### config.mk
export PLATFORM = sky130hd
export DESIGN_NAME = wb_retire_monitor
export DESIGN_NICKNAME = d
export VERILOG_FILES = /design/src/rtl/wb_retire_monitor.sv
export SDC_FILE = /design/constraint.sdc
export NUM_CORES = 1
export LEC_CHECK = 0
export ABC_CLOCK_PERIOD_IN_PS = 3750
export BUFFER_PORTS_ARGS = -buffer_cell sky130_fd_sc_hd__buf_2
export CAP_MARGIN = 0
export CORE_MARGIN = 2
export CORE_UTILIZATION = 40
export CTS_BUF_LIST = sky130_fd_sc_hd__clkbuf_2 sky130_fd_sc_hd__clkbuf_4 sky130_fd_sc_hd__clkbuf_8
export DETAILED_ROUTE_END_ITERATION = 8
export PLACE_DENSITY_LB_ADDON = 0.08
export SYNTH_ARGS = -nofsm -noshare
export SYNTH_HDL_FRONTEND = slang
export SYNTH_SLANG_ARGS = --single-unit
### constraint.sdc
create_clock -name clk -period 3.75 [get_ports clk]
set_input_delay 0.1875 -clock clk [delete_from_list [all_inputs] [get_ports clk]]
set_output_delay 0.1875 -clock clk [all_outputs]
set_load 0.005 [all_outputs]
### src/rtl/wb_retire_monitor.sv
// Write-back retirement monitor: counts retirements and RUN cycles, detects the halt word,
// drains, and buffers retired words in a FWFT trace FIFO. Watchdog: WB_RETIRE_MONITOR_TIMEOUT_EN.
module wb_retire_monitor #(
  parameter logic [31:0] HALT_WORD      = 32'h0000_0001,
  parameter int unsigned DRAIN_CYCLES   = 10,
  parameter int unsigned FIFO_DEPTH     = 16,
  parameter int unsigned TIMEOUT_CYCLES = 100000
) (
  input  logic        clk,
  input  logic        reset,
  input  logic        start,
  input  logic [31:0] wb_instr,
  input  logic        wb_valid,
  output logic [31:0] trace_data,
  output logic        trace_valid,
  input  logic        trace_ready,
  output logic [31:0] retired_count,
  output logic [31:0] cycle_count,
  output logic        halted,
  output logic        done,
  output logic        overflow,
  output logic        timeout
);
  localparam int unsigned AW = $clog2(FIFO_DEPTH);
  localparam logic [AW:0] PTR_ONE    = (AW+1)'(1);
  localparam logic [7:0]  DRAIN_LOAD = 8'(DRAIN_CYCLES - 1);

  localparam logic [1:0] ST_IDLE  = 2'd0;
  localparam logic [1:0] ST_RUN   = 2'd1;
  localparam logic [1:0] ST_DRAIN = 2'd2;
  localparam logic [1:0] ST_DONE  = 2'd3;

  logic [1:0]  state_q, state_d;
  logic [31:0] retired_count_q, retired_count_d;
  logic [31:0] cycle_count_q, cycle_count_d;
  logic [7:0]  drain_cnt_q, drain_cnt_d;
  logic        halted_q, halted_d;
  logic        done_q, done_d;
  logic        overflow_q, overflow_d;
  logic [AW:0] wr_ptr_q, wr_ptr_d;
  logic [AW:0] rd_ptr_q, rd_ptr_d;
  logic [31:0] mem_q [FIFO_DEPTH];
`ifdef WB_RETIRE_MONITOR_TIMEOUT_EN
  localparam logic [31:0] WDOG_LAST = 32'(TIMEOUT_CYCLES - 1);
  logic [31:0] wdog_q, wdog_d;
  logic        timeout_q, timeout_d;
`endif

  logic fifo_empty, fifo_full, pop, accept, push;

  // Equal low bits with differing MSBs means the write pointer has lapped the read pointer.
  assign fifo_empty = (wr_ptr_q == rd_ptr_q);
  assign fifo_full  = (wr_ptr_q[AW] != rd_ptr_q[AW]) &&
                      (wr_ptr_q[AW-1:0] == rd_ptr_q[AW-1:0]);
  assign pop        = !fifo_empty && trace_ready;
  assign accept     = wb_valid && !start && (state_q == ST_RUN || state_q == ST_DRAIN);
  assign push       = accept && (!fifo_full || pop);

  always_comb begin
    // NOTE: every _d gets a default first so no path through this block infers a latch.
    state_d         = state_q;
    retired_count_d = retired_count_q;
    cycle_count_d   = cycle_count_q;
    drain_cnt_d     = drain_cnt_q;
    halted_d        = halted_q;
    done_d          = done_q;
    overflow_d      = overflow_q;
    wr_ptr_d        = push ? wr_ptr_q + PTR_ONE : wr_ptr_q;
    rd_ptr_d        = pop  ? rd_ptr_q + PTR_ONE : rd_ptr_q;
`ifdef WB_RETIRE_MONITOR_TIMEOUT_EN
    wdog_d          = wdog_q;
    timeout_d       = timeout_q;
`endif

    if (start) begin
      state_d         = ST_RUN;
      retired_count_d = '0;
      cycle_count_d   = '0;
      drain_cnt_d     = '0;
      halted_d        = 1'b0;
      done_d          = 1'b0;
      overflow_d      = 1'b0;
      wr_ptr_d        = '0;
      rd_ptr_d        = '0;
`ifdef WB_RETIRE_MONITOR_TIMEOUT_EN
      wdog_d          = '0;
      timeout_d       = 1'b0;
`endif
    end else begin
      if (accept) begin
        if (retired_count_q != '1) retired_count_d = retired_count_q + 32'd1;
        if (!push) overflow_d = 1'b1;
      end

      case (state_q)
        ST_RUN: begin
          if (cycle_count_q != '1) cycle_count_d = cycle_count_q + 32'd1;
          if (wb_valid && wb_instr == HALT_WORD) begin
            halted_d    = 1'b1;
            drain_cnt_d = DRAIN_LOAD;
            state_d     = ST_DRAIN;
          end
`ifdef WB_RETIRE_MONITOR_TIMEOUT_EN
          if (wb_valid) begin
            wdog_d = '0;
          end else if (wdog_q == WDOG_LAST) begin
            timeout_d = 1'b1;
            done_d    = 1'b1;
            state_d   = ST_DONE;
          end else begin
            wdog_d = wdog_q + 32'd1;
          end
`endif
        end
        ST_DRAIN: begin
          if (drain_cnt_q == 8'd0) begin
            done_d  = 1'b1;
            state_d = ST_DONE;
          end else begin
            drain_cnt_d = drain_cnt_q - 8'd1;
          end
        end
        default: ;
      endcase
    end
  end

  always_ff @(posedge clk) begin
    // NOTE: state flops use non-blocking assignment so every flop samples pre-edge values.
    if (reset) begin
      state_q         <= ST_IDLE;
      retired_count_q <= '0;
      cycle_count_q   <= '0;
      drain_cnt_q     <= '0;
      halted_q        <= 1'b0;
      done_q          <= 1'b0;
      overflow_q      <= 1'b0;
      wr_ptr_q        <= '0;
      rd_ptr_q        <= '0;
`ifdef WB_RETIRE_MONITOR_TIMEOUT_EN
      wdog_q          <= '0;
      timeout_q       <= 1'b0;
`endif
    end else begin
      state_q         <= state_d;
      retired_count_q <= retired_count_d;
      cycle_count_q   <= cycle_count_d;
      drain_cnt_q     <= drain_cnt_d;
      halted_q        <= halted_d;
      done_q          <= done_d;
      overflow_q      <= overflow_d;
      wr_ptr_q        <= wr_ptr_d;
      rd_ptr_q        <= rd_ptr_d;
`ifdef WB_RETIRE_MONITOR_TIMEOUT_EN
      wdog_q          <= wdog_d;
      timeout_q       <= timeout_d;
`endif
    end
  end

  // NOTE: storage is not reset; the pointers define validity and trace_data is masked when empty.
  always_ff @(posedge clk) begin
    if (push) mem_q[wr_ptr_q[AW-1:0]] <= wb_instr;
  end

  assign trace_valid   = !fifo_empty;
  assign trace_data    = fifo_empty ? '0 : mem_q[rd_ptr_q[AW-1:0]];
  assign retired_count = retired_count_q;
  assign cycle_count   = cycle_count_q;
  assign halted        = halted_q;
  assign done          = done_q;
  assign overflow      = overflow_q;
`ifdef WB_RETIRE_MONITOR_TIMEOUT_EN
  assign timeout       = timeout_q;
`else
  assign timeout       = 1'b0;
`endif

endmodule
==> impl_metrics.prom <==
# TYPE chip_impl_metric gauge
chip_impl_metric{name="placed_area",unit="sq um"} 26100
chip_impl_info{name="most-common-layout-cells",value="512 x edfxtp_1, 136 x buf_2, 128 x mux4_2"} 1
chip_impl_metric{name="portBuffers",unit=""} 136
chip_impl_metric{name="seq_area_frac_synth",unit=""} 0.711
chip_impl_metric{name="final_layout_size_suffix_gt1_frac",unit=""} 0.291
chip_impl_metric{name="crit_arrival",unit="ns"} 3.19
chip_impl_metric{name="synth_compound_gate_area_share",unit=""} 0.0541
chip_impl_metric{name="dr.first_iter.drc_count",unit=""} 912
chip_impl_metric{name="via_count",unit=""} 13594
chip_impl_metric{name="ys_ff_latch",unit=""} 603
chip_impl_info{name="critical_path.cell_chain",value="buf_4, buf_4, mux4_2, a211oi_1, a211oi_1, buf_2"} 1
chip_impl_metric{name="final.fill_count",unit=""} 5173
chip_impl_info{name="slowest_stage",value="dfxtp_4"} 1
chip_impl_metric{name="postCtsSetupRepairBufs",unit=""} 0
chip_impl_metric{name="cts.clk_slew.worst_paths",unit="ns"} 0.06
chip_impl_metric{name="post_synth_mux_area_share",unit=""} 0.135
chip_impl_metric{name="synth-edff-count",unit=""} 512
chip_impl_metric{name="antenna_violations_before_repair",unit=""} 1
chip_impl_metric{name="peakVddDrop",unit="uV"} 260
chip_impl_metric{name="max-cap-violations",unit=""} 0
chip_impl_metric{name="post_drt_via_cell_ratio",unit=""} 5.45
chip_impl_metric{name="slew_headroom",unit=""} 0.188
chip_impl_metric{name="die_h",unit="um"} 250
chip_impl_metric{name="period_needed",unit="ns"} 3.38
chip_impl_info{name="grt_setup_unrepaired",value="no"} 1
chip_impl_metric{name="post_cts.resized_instances",unit=""} 0
chip_impl_metric{name="maxSlewViolCount",unit=""} 0
chip_impl_metric{name="synth_simple_gate_area_share",unit=""} 0.0678
chip_impl_metric{name="synth.distinct_cells",unit=""} 54
chip_impl_metric{name="final_cell_area",unit="sq um"} 28500
chip_impl_metric{name="cts.sinks",unit=""} 603
chip_impl_metric{name="synthesis.instances",unit=""} 1396
chip_impl_metric{name="synth_xor_area_frac",unit=""} 0.0101
chip_impl_metric{name="final.period_utilization",unit=""} 0.902
chip_impl_info{name="critical_path.startpoint_type",value="flop"} 1
chip_impl_metric{name="clock_insertion_delay_worst_skew",unit="ns"} 0.69
chip_impl_info{name="synth_flop_cell",value="edfxtp_1"} 1
chip_impl_metric{name="cts_hold_buf",unit=""} 36
chip_impl_metric{name="post_synth_fa_ha_maj_area_fraction",unit=""} 0.00569
chip_impl_metric{name="cts-root-to-sink-buffers",unit=""} 3
chip_impl_metric{name="cp_data_required_time",unit="ns"} 3.56
chip_impl_metric{name="post_route_hold_slack",unit="ns"} 0.164
chip_impl_metric{name="final.setup_skew",unit="ns"} 0.0239
chip_impl_metric{name="net_count_after_synthesis",unit=""} 1444
chip_impl_metric{name="maxClockFrequency",unit="GHz"} 0.296
chip_impl_metric{name="grt_pass1_vias",unit=""} 14061
chip_impl_metric{name="place.gp.congestion",unit=""} 0.780
chip_impl_metric{name="groute.usage.overall",unit=""} 0.192
chip_impl_metric{name="final_util",unit=""} 0.474
chip_impl_metric{name="totalNegativeSetupSlack",unit="ns"} 0
chip_impl_metric{name="grt_remaining_overflow",unit=""} 0
chip_impl_metric{name="setup_viol",unit=""} 0
chip_impl_metric{name="proportion_of_synthesized_flip_flops_having_asynchronous_set_or_reset",unit=""} 0
chip_impl_info{name="hold_path_class",value="input pin to flop"} 1
chip_impl_metric{name="floorplan.die_area",unit="sq um"} 62400
chip_impl_metric{name="rows",unit=""} 90
chip_impl_metric{name="routed_wire_length",unit="um"} 59600
chip_impl_metric{name="drtAntennaViolNets",unit=""} 0
chip_impl_info{name="main_combinational_cell_family_by_area_after_synthesis",value="multiplexers"} 1
chip_impl_metric{name="fin_nets",unit=""} 1683
chip_impl_info{name="commonest_non_fill_non_tap_cell_in_the_layout",value="edfxtp_1"} 1
chip_impl_info{name="worstSetupEndpointType",value="output port"} 1
chip_impl_metric{name="synth.yosys.warnings",unit=""} 0
chip_impl_metric{name="worst_path_largest_cell_delay",unit="ns"} 0.71
chip_impl_metric{name="number_of_cts_inserted_buffers",unit=""} 102
chip_impl_metric{name="start_util",unit=""} 0.403
chip_impl_metric{name="h-tree-depth",unit=""} 3
chip_impl_metric{name="total_leakage_power",unit="nW"} 9.11
chip_impl_metric{name="syn_to_final_growth",unit="%"} 17.7
chip_impl_metric{name="drt_pass1_iterations",unit=""} 5
chip_impl_metric{name="powerDensity",unit="nW/um^2"} 474
chip_impl_metric{name="timing.critical_path.fanout_max",unit=""} 22
chip_impl_info{name="tritoncts",value="yes"} 1
chip_impl_info{name="result_of_the_run",value="complete, no violations"} 1
chip_impl_metric{name="dieWidth",unit="um"} 250
chip_impl_info{name="clk_root_buffer_cell",value="clkbuf_8"} 1
chip_impl_metric{name="wl_per_cell",unit="um"} 23.9
chip_impl_metric{name="slew_of_the_pin_with_the_lowest_slew_margin",unit="ns"} 1.20
chip_impl_metric{name="grt_start_max_net_pins",unit=""} 62
chip_impl_metric{name="syn-cell-area",unit="sq um"} 24200
chip_impl_metric{name="detailed_place_hpwl",unit="um"} 36300
chip_impl_metric{name="grt_pass1_wl",unit="um"} 89400
chip_impl_info{name="critical_path_type",value="flop to output port"} 1
chip_impl_metric{name="finalHoldViolations",unit=""} 0
chip_impl_metric{name="remaining_drc_errors",unit=""} 0
chip_impl_metric{name="io_pins",unit=""} 138
chip_impl_metric{name="postSynthAreaPerCell",unit="sq um"} 17.3
chip_impl_metric{name="placeableCoreArea",unit="sq um"} 60000
## through the flow
step	power [mW]	cells	worst slack, ns
floorplan	7.57	1396	0.471
global placement	7.75	2277	0.982
detailed placement	7.75	2277	0.961
CTS	13.7	2492	0.197
global route	14.0	2493	0.0650
finish	13.5	2493	0.368
## critical path: cells and delay by family, from the launching register on
kind,cells,cell delay (ns)
buffers and inverters,3,0.74
AO/OA/AOI/OAI,2,0.53
multiplexers,1,0.52
flip-flops,1,0.71
## cells in the mapped netlist (23+ instances only)
master | instances | area (sq um)
clkbuf_1 | 50 | 188
mux4_2 | 128 | 2880
nor2b_1 | 35 | 219
nor2_1 | 47 | 176
o21ai_0 | 42 | 210
a211oi_1 | 66 | 495
a21oi_1 | 45 | 225
or3_1 | 39 | 244
nand2_1 | 37 | 139
mux2i_1 | 38 | 380
and3_1 | 23 | 144
nand3_1 | 31 | 155
dfxtp_1 | 91 | 1820
edfxtp_1 | 512 | 15400
## cell type report
cell class,instances,area [sq um],area share
Antenna cell,1,2.50,0.0000879
Clock buffer,139,1710,0.0602
Clock inverter,40,313,0.0110
Tap cell,782,978,0.0344
Timing Repair Buffer,213,1540,0.0540
Sequential cell,603,17200,0.605
Multi-Input combinational cell,698,6640,0.233
Inverter,17,63.8,0.00224
## metal layers
| layer | global-route usage | share of wire |
|---|---|---|
| met1 | 0.266 | 0.45 |
| met2 | 0.305 | 0.47 |
| met3 | 0.0414 | 0.055 |
| met4 | 0.0599 | 0.018 |
| met5 | 0 | 0 |
## kinds of logic after synthesis
kind of cell	count (synthesis)
mux	166
flops	603
fa+ha+maj	11
other cells	1
xor+xnor	28
compound gates	200
simple gates	292
buf+inv	95
## power by group
part	leakage, nW	switching [mW]	internal [mW]
registers	5.34	0.0101	7.28
clock network	1.07	2.63	3.23
logic	2.71	0.233	0.114
## sequential cells by signal, indices dropped and copies added, names as in the netlist, named ones only
| name | count |
|---|---|
| mem_q | 512 |
| cycle_count | 32 |
| retired_count | 32 |
| drain_cnt_q | 8 |
| rd_ptr_q | 5 |
| wr_ptr_q | 5 |
| state_q | 2 |
| done | 1 |
| halted | 1 |
| overflow | 1 |
## final timing paths
check,end,from,cells after the start,slack [ns]
worst max-delay path,trace_data[22],flop,6,0.37
worst min-delay path,overflow,wb_valid,5,0.16
worst min register to register,drain_cnt_q[0],drain_cnt_q[0],1,0.46
worst max register to register,mem_q[6][26],state_q[0],7,0.93
Power figures use the tool's default switching activity.
